==> src/rtl/fast_ring_thresholder.sv <==
// fast_ring_thresholder
// Classifies an N-pixel Bresenham ring against its centre pixel.
// Four ce-stallable stages:
//   S1 raw differences, S2 threshold subtract, S3 strict-positive masks and scores,
//   S4 circular arc detection with the masks and scores delayed alongside.
// The datapath is never gated by valid; out_valid tells consumers which outputs are meaningful.

module fast_ring_thresholder #(
  parameter int PIXEL_WIDTH = 8,
  parameter int RING_SIZE   = 16,
  parameter int ARC_LEN     = 9,
  parameter int DIFF_WIDTH  = PIXEL_WIDTH + 2
) (
  input  logic                              clk,
  input  logic                              rst,
  input  logic                              ce,
  input  logic                              in_valid,
  input  logic [RING_SIZE*PIXEL_WIDTH-1:0]  ring,
  input  logic [PIXEL_WIDTH-1:0]            center,
  input  logic [PIXEL_WIDTH-1:0]            thresh,
  output logic                              out_valid,
  output logic [RING_SIZE*DIFF_WIDTH-1:0]   bright_score,
  output logic [RING_SIZE*DIFF_WIDTH-1:0]   dark_score,
  output logic [RING_SIZE-1:0]              bright_mask,
  output logic [RING_SIZE-1:0]              dark_mask,
  output logic                              bright_corner,
  output logic                              dark_corner,
  output logic                              is_corner
);

  localparam int EXT = DIFF_WIDTH - PIXEL_WIDTH;

  // Zero-extended operands, interpreted as signed DIFF_WIDTH values
  logic signed [DIFF_WIDTH-1:0] ring_ext [RING_SIZE];
  logic signed [DIFF_WIDTH-1:0] center_ext;
  logic signed [DIFF_WIDTH-1:0] thresh_ext;

  // S1 registers
  logic                         valid_s1;
  logic signed [DIFF_WIDTH-1:0] thresh_s1;
  logic signed [DIFF_WIDTH-1:0] raw_bright_s1 [RING_SIZE];
  logic signed [DIFF_WIDTH-1:0] raw_dark_s1   [RING_SIZE];

  // S2 registers
  logic                         valid_s2;
  logic signed [DIFF_WIDTH-1:0] diff_bright_s2 [RING_SIZE];
  logic signed [DIFF_WIDTH-1:0] diff_dark_s2   [RING_SIZE];

  // S3 registers
  logic                            valid_s3;
  logic [RING_SIZE-1:0]            mask_bright_s3;
  logic [RING_SIZE-1:0]            mask_dark_s3;
  logic [RING_SIZE*DIFF_WIDTH-1:0] score_bright_s3;
  logic [RING_SIZE*DIFF_WIDTH-1:0] score_dark_s3;

  // True when the mask holds ARC_LEN consecutive ones, allowing wrap from N-1 to 0.
  // Doubling the mask turns every circular window into a plain slice.
  function automatic logic arc_hit(input logic [RING_SIZE-1:0] m);
    logic [2*RING_SIZE-1:0] dbl;
    logic                   hit;
    dbl = {m, m};
    hit = 1'b0;
    for (int s = 0; s < RING_SIZE; s++) begin
      if (&dbl[s +: ARC_LEN]) hit = 1'b1;
    end
    return hit;
  endfunction

  // Operand widening; the two extra bits keep every difference in range
  always_comb begin
    center_ext = $signed({{EXT{1'b0}}, center});
    thresh_ext = $signed({{EXT{1'b0}}, thresh});
    for (int i = 0; i < RING_SIZE; i++) begin
      ring_ext[i] = $signed({{EXT{1'b0}}, ring[i*PIXEL_WIDTH +: PIXEL_WIDTH]});
    end
  end

  // S1: raw bright/dark differences, threshold captured with its own sample
  always_ff @(posedge clk or posedge rst) begin
    if (rst) begin
      valid_s1  <= 1'b0;
      thresh_s1 <= '0;
      for (int i = 0; i < RING_SIZE; i++) begin
        raw_bright_s1[i] <= '0;
        raw_dark_s1[i]   <= '0;
      end
    end else if (ce) begin
      valid_s1  <= in_valid;
      thresh_s1 <= thresh_ext;
      for (int i = 0; i < RING_SIZE; i++) begin
        raw_bright_s1[i] <= ring_ext[i] - center_ext;
        raw_dark_s1[i]   <= center_ext - ring_ext[i];
      end
    end
  end

  // S2: subtract the sample's own threshold from both polarities
  always_ff @(posedge clk or posedge rst) begin
    if (rst) begin
      valid_s2 <= 1'b0;
      for (int i = 0; i < RING_SIZE; i++) begin
        diff_bright_s2[i] <= '0;
        diff_dark_s2[i]   <= '0;
      end
    end else if (ce) begin
      valid_s2 <= valid_s1;
      for (int i = 0; i < RING_SIZE; i++) begin
        diff_bright_s2[i] <= raw_bright_s1[i] - thresh_s1;
        diff_dark_s2[i]   <= raw_dark_s1[i] - thresh_s1;
      end
    end
  end

  // S3: strictly positive differences set the mask and pass through as scores
  always_ff @(posedge clk or posedge rst) begin
    if (rst) begin
      valid_s3        <= 1'b0;
      mask_bright_s3  <= '0;
      mask_dark_s3    <= '0;
      score_bright_s3 <= '0;
      score_dark_s3   <= '0;
    end else if (ce) begin
      valid_s3 <= valid_s2;
      for (int i = 0; i < RING_SIZE; i++) begin
        if (diff_bright_s2[i] > 0) begin
          mask_bright_s3[i]                          <= 1'b1;
          score_bright_s3[i*DIFF_WIDTH +: DIFF_WIDTH] <= diff_bright_s2[i];
        end else begin
          mask_bright_s3[i]                          <= 1'b0;
          score_bright_s3[i*DIFF_WIDTH +: DIFF_WIDTH] <= '0;
        end
        if (diff_dark_s2[i] > 0) begin
          mask_dark_s3[i]                          <= 1'b1;
          score_dark_s3[i*DIFF_WIDTH +: DIFF_WIDTH] <= diff_dark_s2[i];
        end else begin
          mask_dark_s3[i]                          <= 1'b0;
          score_dark_s3[i*DIFF_WIDTH +: DIFF_WIDTH] <= '0;
        end
      end
    end
  end

  // S4: arc decisions, with masks and scores delayed to line up with them
  always_ff @(posedge clk or posedge rst) begin
    if (rst) begin
      out_valid     <= 1'b0;
      bright_mask   <= '0;
      dark_mask     <= '0;
      bright_score  <= '0;
      dark_score    <= '0;
      bright_corner <= 1'b0;
      dark_corner   <= 1'b0;
      is_corner     <= 1'b0;
    end else if (ce) begin
      out_valid     <= valid_s3;
      bright_mask   <= mask_bright_s3;
      dark_mask     <= mask_dark_s3;
      bright_score  <= score_bright_s3;
      dark_score    <= score_dark_s3;
      bright_corner <= arc_hit(mask_bright_s3);
      dark_corner   <= arc_hit(mask_dark_s3);
      is_corner     <= arc_hit(mask_bright_s3) | arc_hit(mask_dark_s3);
    end
  end

endmodule

==> config.mk <==
export PLATFORM = sky130hd
export DESIGN_NAME = fast_ring_thresholder
export DESIGN_NICKNAME = d
export VERILOG_FILES = /design/src/rtl/fast_ring_thresholder.sv
export SDC_FILE = /design/constraint.sdc
export NUM_CORES = 2
export LEC_CHECK = 0
export ABC_AREA = 1
export ABC_CLOCK_PERIOD_IN_PS = 39600
export CAP_MARGIN = 20
export CORE_MARGIN = 4
export CORE_UTILIZATION = 54
export DETAILED_ROUTE_END_ITERATION = 10
export PLACE_DENSITY = 0.77
export SYNTH_ARGS = -nofsm -noshare
export SYNTH_HDL_FRONTEND = slang
export SYNTH_SLANG_ARGS = --single-unit
==> constraint.sdc <==
create_clock -name clk -period 39.6 [get_ports clk]
set_input_delay 3.96 -clock clk [delete_from_list [all_inputs] [get_ports clk]]
set_output_delay 3.96 -clock clk [all_outputs]
set_load 0.005 [all_outputs]
## After elaboration in Yosys (flattened, before gate mapping)

Index checks and enable logic that the tools add are counted.

| cells by class | value |
|---|---|
| add/subtract/negate cells | 64 |
| reductions and logical operators | 32 |
| bitwise operators | 1 |
| $lt $le $gt $ge | 32 |
| mux-type cells | 98 |

Operators with widths:

| cell | number |
|---|---|
| > comparator 10 x 1 -> 1 bit (second input constant) | 32 |
| 2-to-1 mux 10 bit | 32 |
| subtractor 10 x 9 -> 10 bit | 32 |
| AND reduction 9 bit | 32 |
| subtractor 8 x 8 -> 9 bit | 32 |
| 2-to-1 mux 1 bit | 66 |
| bitwise OR 1 bit | 1 |

| storage, ports and cells | value |
|---|---|
| logic and storage cells | 307 |
| bits of input ports | 148 |
| register bits | 1359 |

## Depth between registers and ports, before layout

| logic depth | value |
|---|---|
| word-level depth | 19 |
| gate-level depth with buffers | 11 |
| mapped depth without buffers | 11 |

## Worst setup path before layout

Ideal clock, no wire load.

| timing path | value |
|---|---|
| kind | input -> register |
| start | input center[1] |
| end | register raw_dark_s1[18] (netlist name) |
| required time | 39.467 ns |
| setup time | 0.133 ns |
| cell stages on the path | 6 |
| data arrival time | 5.644 ns |
| path buffers | 0 |
| slack | 33.823 ns |
| cells stage by stage | inv_1 -> fa_1 -> o21ai_0 -> a21oi_1 -> o21ai_0 -> o21ai_0 |

| on the way | value |
|---|---|
| cells in the longest elaborated chain, start to end | 1 |

RTL lines:

| element | RTL line | source |
|---|---|---|
| from (decl) | 19 | `input logic [PIXEL_WIDTH-1:0] center,` |
| subtractor 8 x 8 -> 9 bit | 92 | `raw_dark_s1[i] <= center_ext - ring_ext[i];` |
| to (signal, indexed assignment) | 92 |  |
| to (decl) | 42 | `logic signed [DIFF_WIDTH-1:0] raw_dark_s1 [RING_SIZE];` |

Every way passes these cells.
A chain may end at the register's enable or synchronous reset.

==> flow_summary.ini <==
[sta]
hold_slack_ns = 0.467
min_period_over_period_pct = 19.4
report.final.hold_viol_count = 0
slew_of_the_pin_with_the_lowest_slew_margin_ns = 1.10
report.final.slew_viol_count = 0
max_clock_freq_ghz = 0.130
totalNegativeSetupSlack_ns = 0
fin_skew_ns = 0.0205
grt_setup_unrepaired = no
final.min_clock_period_ns = 7.68
max-slew-margin-rel_pct = 26.3
report.final.setup_viol = 0

[floorplanning]
fp.dieArea_sq_um = 135000
die_width_um = 368
count_of_standard_cell_rows = 131
area_of_the_placeable_core_sq_um = 128000
design.portCount = 504
height_of_the_die_um = 368
floorplan.initialDensity_pct = 54.6

[clock_tree]
cts_root_buffer = sky130_fd_sc_hd__clkbuf_16
hold_buffer_count_at_cts = 0
clockBufferDepth = 3
numCtsBuffers = 139
cts_tree = yes
post_cts_resized = 0
clock_sink_count = 1295
buffer_count_from_post_cts_setup_fixing = 0
clk_pin_slew_ns = 0.06
insertion_delay_ns = 0.77
cts_htree_levels = 4

[routing]
firstDrtPassIters = 6
routed_via_density = 5.52
wire_per_inst_um = 19.2
remaining_drc_errors = 0
ant_nets = 0
vias = 60000
drt-initial-drc-count = 6241
wirelength_um = 208000

[logic_synthesis]
post_synth_instance_area_sq_um = 69900
synth-warning-count = 0
sequential_fraction_of_the_synthesis_area_pct = 46.4
synth_fp_nets = 9283
post_synth_num_cell_types = 33
synth_area_per_cell_sq_um = 8.15
number_of_instances_in_the_synthesized_netlist = 8575
synth.ff_latch_count = 1295

[hold_path]
min_to = score_bright_s3[159]
hp-start = score_bright_s3[159]
min_delay_path_depth = 2
hold_path.class = register to register

[cells_and_area]
layout_cells_sized_above_1_pct = 3.69
regArea_sq_um = 32400
final_cell_mix = sky130_fd_sc_hd__nand2_1, sky130_fd_sc_hd__dfrtp_1, sky130_fd_sc_hd__inv_1, sky130_fd_sc_hd__o21ai_0, sky130_fd_sc_hd__nand3_1
post-route-util_pct = 63.4
fin_nets = 9721
layout.filler_cells = 10800
multi_input_area_sq_um = 32200
layout-area-overhead-vs-synth_pct = 16.1
final_common_cell = sky130_fd_sc_hd__nand2_1
layoutNonFillerInstCount = 10900

[grt]
grt_max_degree = 232
grt_usage_pct = 30.3
wire_length_of_the_first_global_routing_pass_um = 324000
global_route_overflow = 0
via_count_of_the_first_global_routing_pass = 56800
grt_antenna_before_repair = 37

[worst_setup_path]
reg2reg_from = thresh_s1[1]
cp.arrival_ns = 8.41
worst-setup-path-type = primary input to async pin
setup.worst_path.start_class = primary input
reg2reg_to = diff_bright_s2[87]
r2r.worst_path.cells = 9
setup_slack_of_the_most_critical_reg_to_reg_path_ns = 36.51
cp-end-kind = async pin
critical_path_required_ns = 40.32
worst-path-max-fanout = 165

[status]
outcome = complete, no violations

[pwr]
power_per_cell_area_nw_per_um2 = 52.5
p_leak_nw = 41.3
ir_drop_uv = 45.9

[job]
timing.max_cap.violations = 0

[placement]
buffer_ports.inserted = 503
gp_weighted_congestion = 0.948
post-dp-hpwl_um = 146000
placedCellCount = 10600
==> worst max path at each step <==
| stage | from | to |
|---|---|---|
| 5_1_grt | rst | thresh_s1[0] |
| 4_1_cts | rst | thresh_s1[0] |
| 6_report | rst | thresh_s1[0] |
| 3_5_place_dp | rst | thresh_s1[0] |
| 2_1_floorplan | rst | bright_corner |
| 3_3_place_gp | rst | thresh_s1[0] |
==> state kept, by name, indices dropped and copies added (netlist names) <==
name and count:
out_valid 1, valid_s2 1, score_dark_s3 160, raw_dark_s1 128
valid_s3 1, thresh_s1 8, diff_dark_s2 144, is_corner 1
dark_score 160, raw_bright_s1 144, dark_mask 16, bright_mask 16
valid_s1 1, dark_corner 1, bright_corner 1, mask_dark_s3 16
diff_bright_s2 160, mask_bright_s3 16, bright_score 160, score_bright_s3 160
==> stage by stage <==
| step | setup WS (ns) | instance area (sq um) | total power, mW |
|---|---|---|---|
| 4_1_cts | 31.74 | 81100 | 4.27 |
| 6_report | 31.92 | 81200 | 4.27 |
| 3_5_place_dp | 30.91 | 76300 | 2.92 |
| 5_1_grt | 31.20 | 81100 | 4.51 |
| 2_1_floorplan | 17.74 | 69900 | 2.48 |
| 3_3_place_gp | 30.99 | 76300 | 2.88 |
==> cells by family after synthesis <==
family / share of synthesized area, %
compound gates: 12.0
xor+xnor: 1.63
fa+ha+maj: 10.7
buf+inv: 7.51
flops: 46.4
simple gates: 21.8
==> critical path: stages <==
cell	delay (ns)
sky130_fd_sc_hd__clkdlybuf4s50_1	0.44
sky130_fd_sc_hd__clkinvlp_4	0.58
sky130_fd_sc_hd__buf_12	0.67
sky130_fd_sc_hd__buf_4	0.83
sky130_fd_sc_hd__buf_4	0.85
sky130_fd_sc_hd__buf_4	0.80
==> metal layers <==
metal | GRT usage (%) | share of wire, % | vias to the layer above
li1 | - | - | 28800
met1 | 43.6 | 44 | 28600
met2 | 44.4 | 42 | 2203
met3 | 7.09 | 9.0 | 433
met4 | 12.4 | 4.5 | 20
met5 | 0 | 0.062 | -
==> cell usage after synthesis <==
cell / number / area share, %
sky130_fd_sc_hd__a211o_1: 20 / 0.25
sky130_fd_sc_hd__a211oi_1: 12 / 0.13
sky130_fd_sc_hd__a21o_1: 62 / 0.67
sky130_fd_sc_hd__a21oi_1: 345 / 2.5
sky130_fd_sc_hd__a22o_1: 10 / 0.13
sky130_fd_sc_hd__a31oi_1: 30 / 0.27
sky130_fd_sc_hd__buf_1: 1 / 0.0054
sky130_fd_sc_hd__buf_2: 154 / 1.1
sky130_fd_sc_hd__buf_4: 5 / 0.054
sky130_fd_sc_hd__buf_6: 3 / 0.048
sky130_fd_sc_hd__clkbuf_1: 97 / 0.52
sky130_fd_sc_hd__dfrtp_1: 1295 / 46
sky130_fd_sc_hd__fa_1: 64 / 1.8
sky130_fd_sc_hd__ha_1: 496 / 8.9
sky130_fd_sc_hd__inv_1: 1076 / 5.8
sky130_fd_sc_hd__inv_2: 1 / 0.0054
sky130_fd_sc_hd__nand2_1: 2485 / 13
sky130_fd_sc_hd__nand3_1: 621 / 4.4
sky130_fd_sc_hd__nand3b_1: 12 / 0.13
sky130_fd_sc_hd__nand4_1: 70 / 0.63
sky130_fd_sc_hd__nor2_1: 430 / 2.3
sky130_fd_sc_hd__nor2_2: 18 / 0.16
sky130_fd_sc_hd__nor2_4: 14 / 0.23
sky130_fd_sc_hd__nor3_1: 38 / 0.27
sky130_fd_sc_hd__nor4_1: 32 / 0.29
sky130_fd_sc_hd__o2111ai_1: 33 / 0.41
sky130_fd_sc_hd__o211ai_1: 32 / 0.34
sky130_fd_sc_hd__o21a_1: 2 / 0.021
sky130_fd_sc_hd__o21ai_0: 815 / 5.8
sky130_fd_sc_hd__o21ai_1: 43 / 0.31
sky130_fd_sc_hd__o22ai_1: 129 / 1.2
sky130_fd_sc_hd__xnor2_1: 52 / 0.65
sky130_fd_sc_hd__xor2_1: 78 / 0.98
==> power by group <==
group          total [mW]  internal [mW]  switching, mW
sequential           1.78           1.58          0.198
combinational        1.14          0.451          0.693
clock                1.35          0.802          0.544
total                4.27           2.83           1.44
==> area by class of cell <==
class | instances | area share [%]
repair buffers | 557 | 6.79
clock inverters | 47 | 0.721
flip-flops and latches | 1295 | 39.9
diodes | 21 | 0.0647
inverters | 1077 | 4.99
clock buffers | 205 | 5.13
well taps | 1729 | 2.66
multi-input cells | 5943 | 39.7
Power figures use the tool's default switching activity.
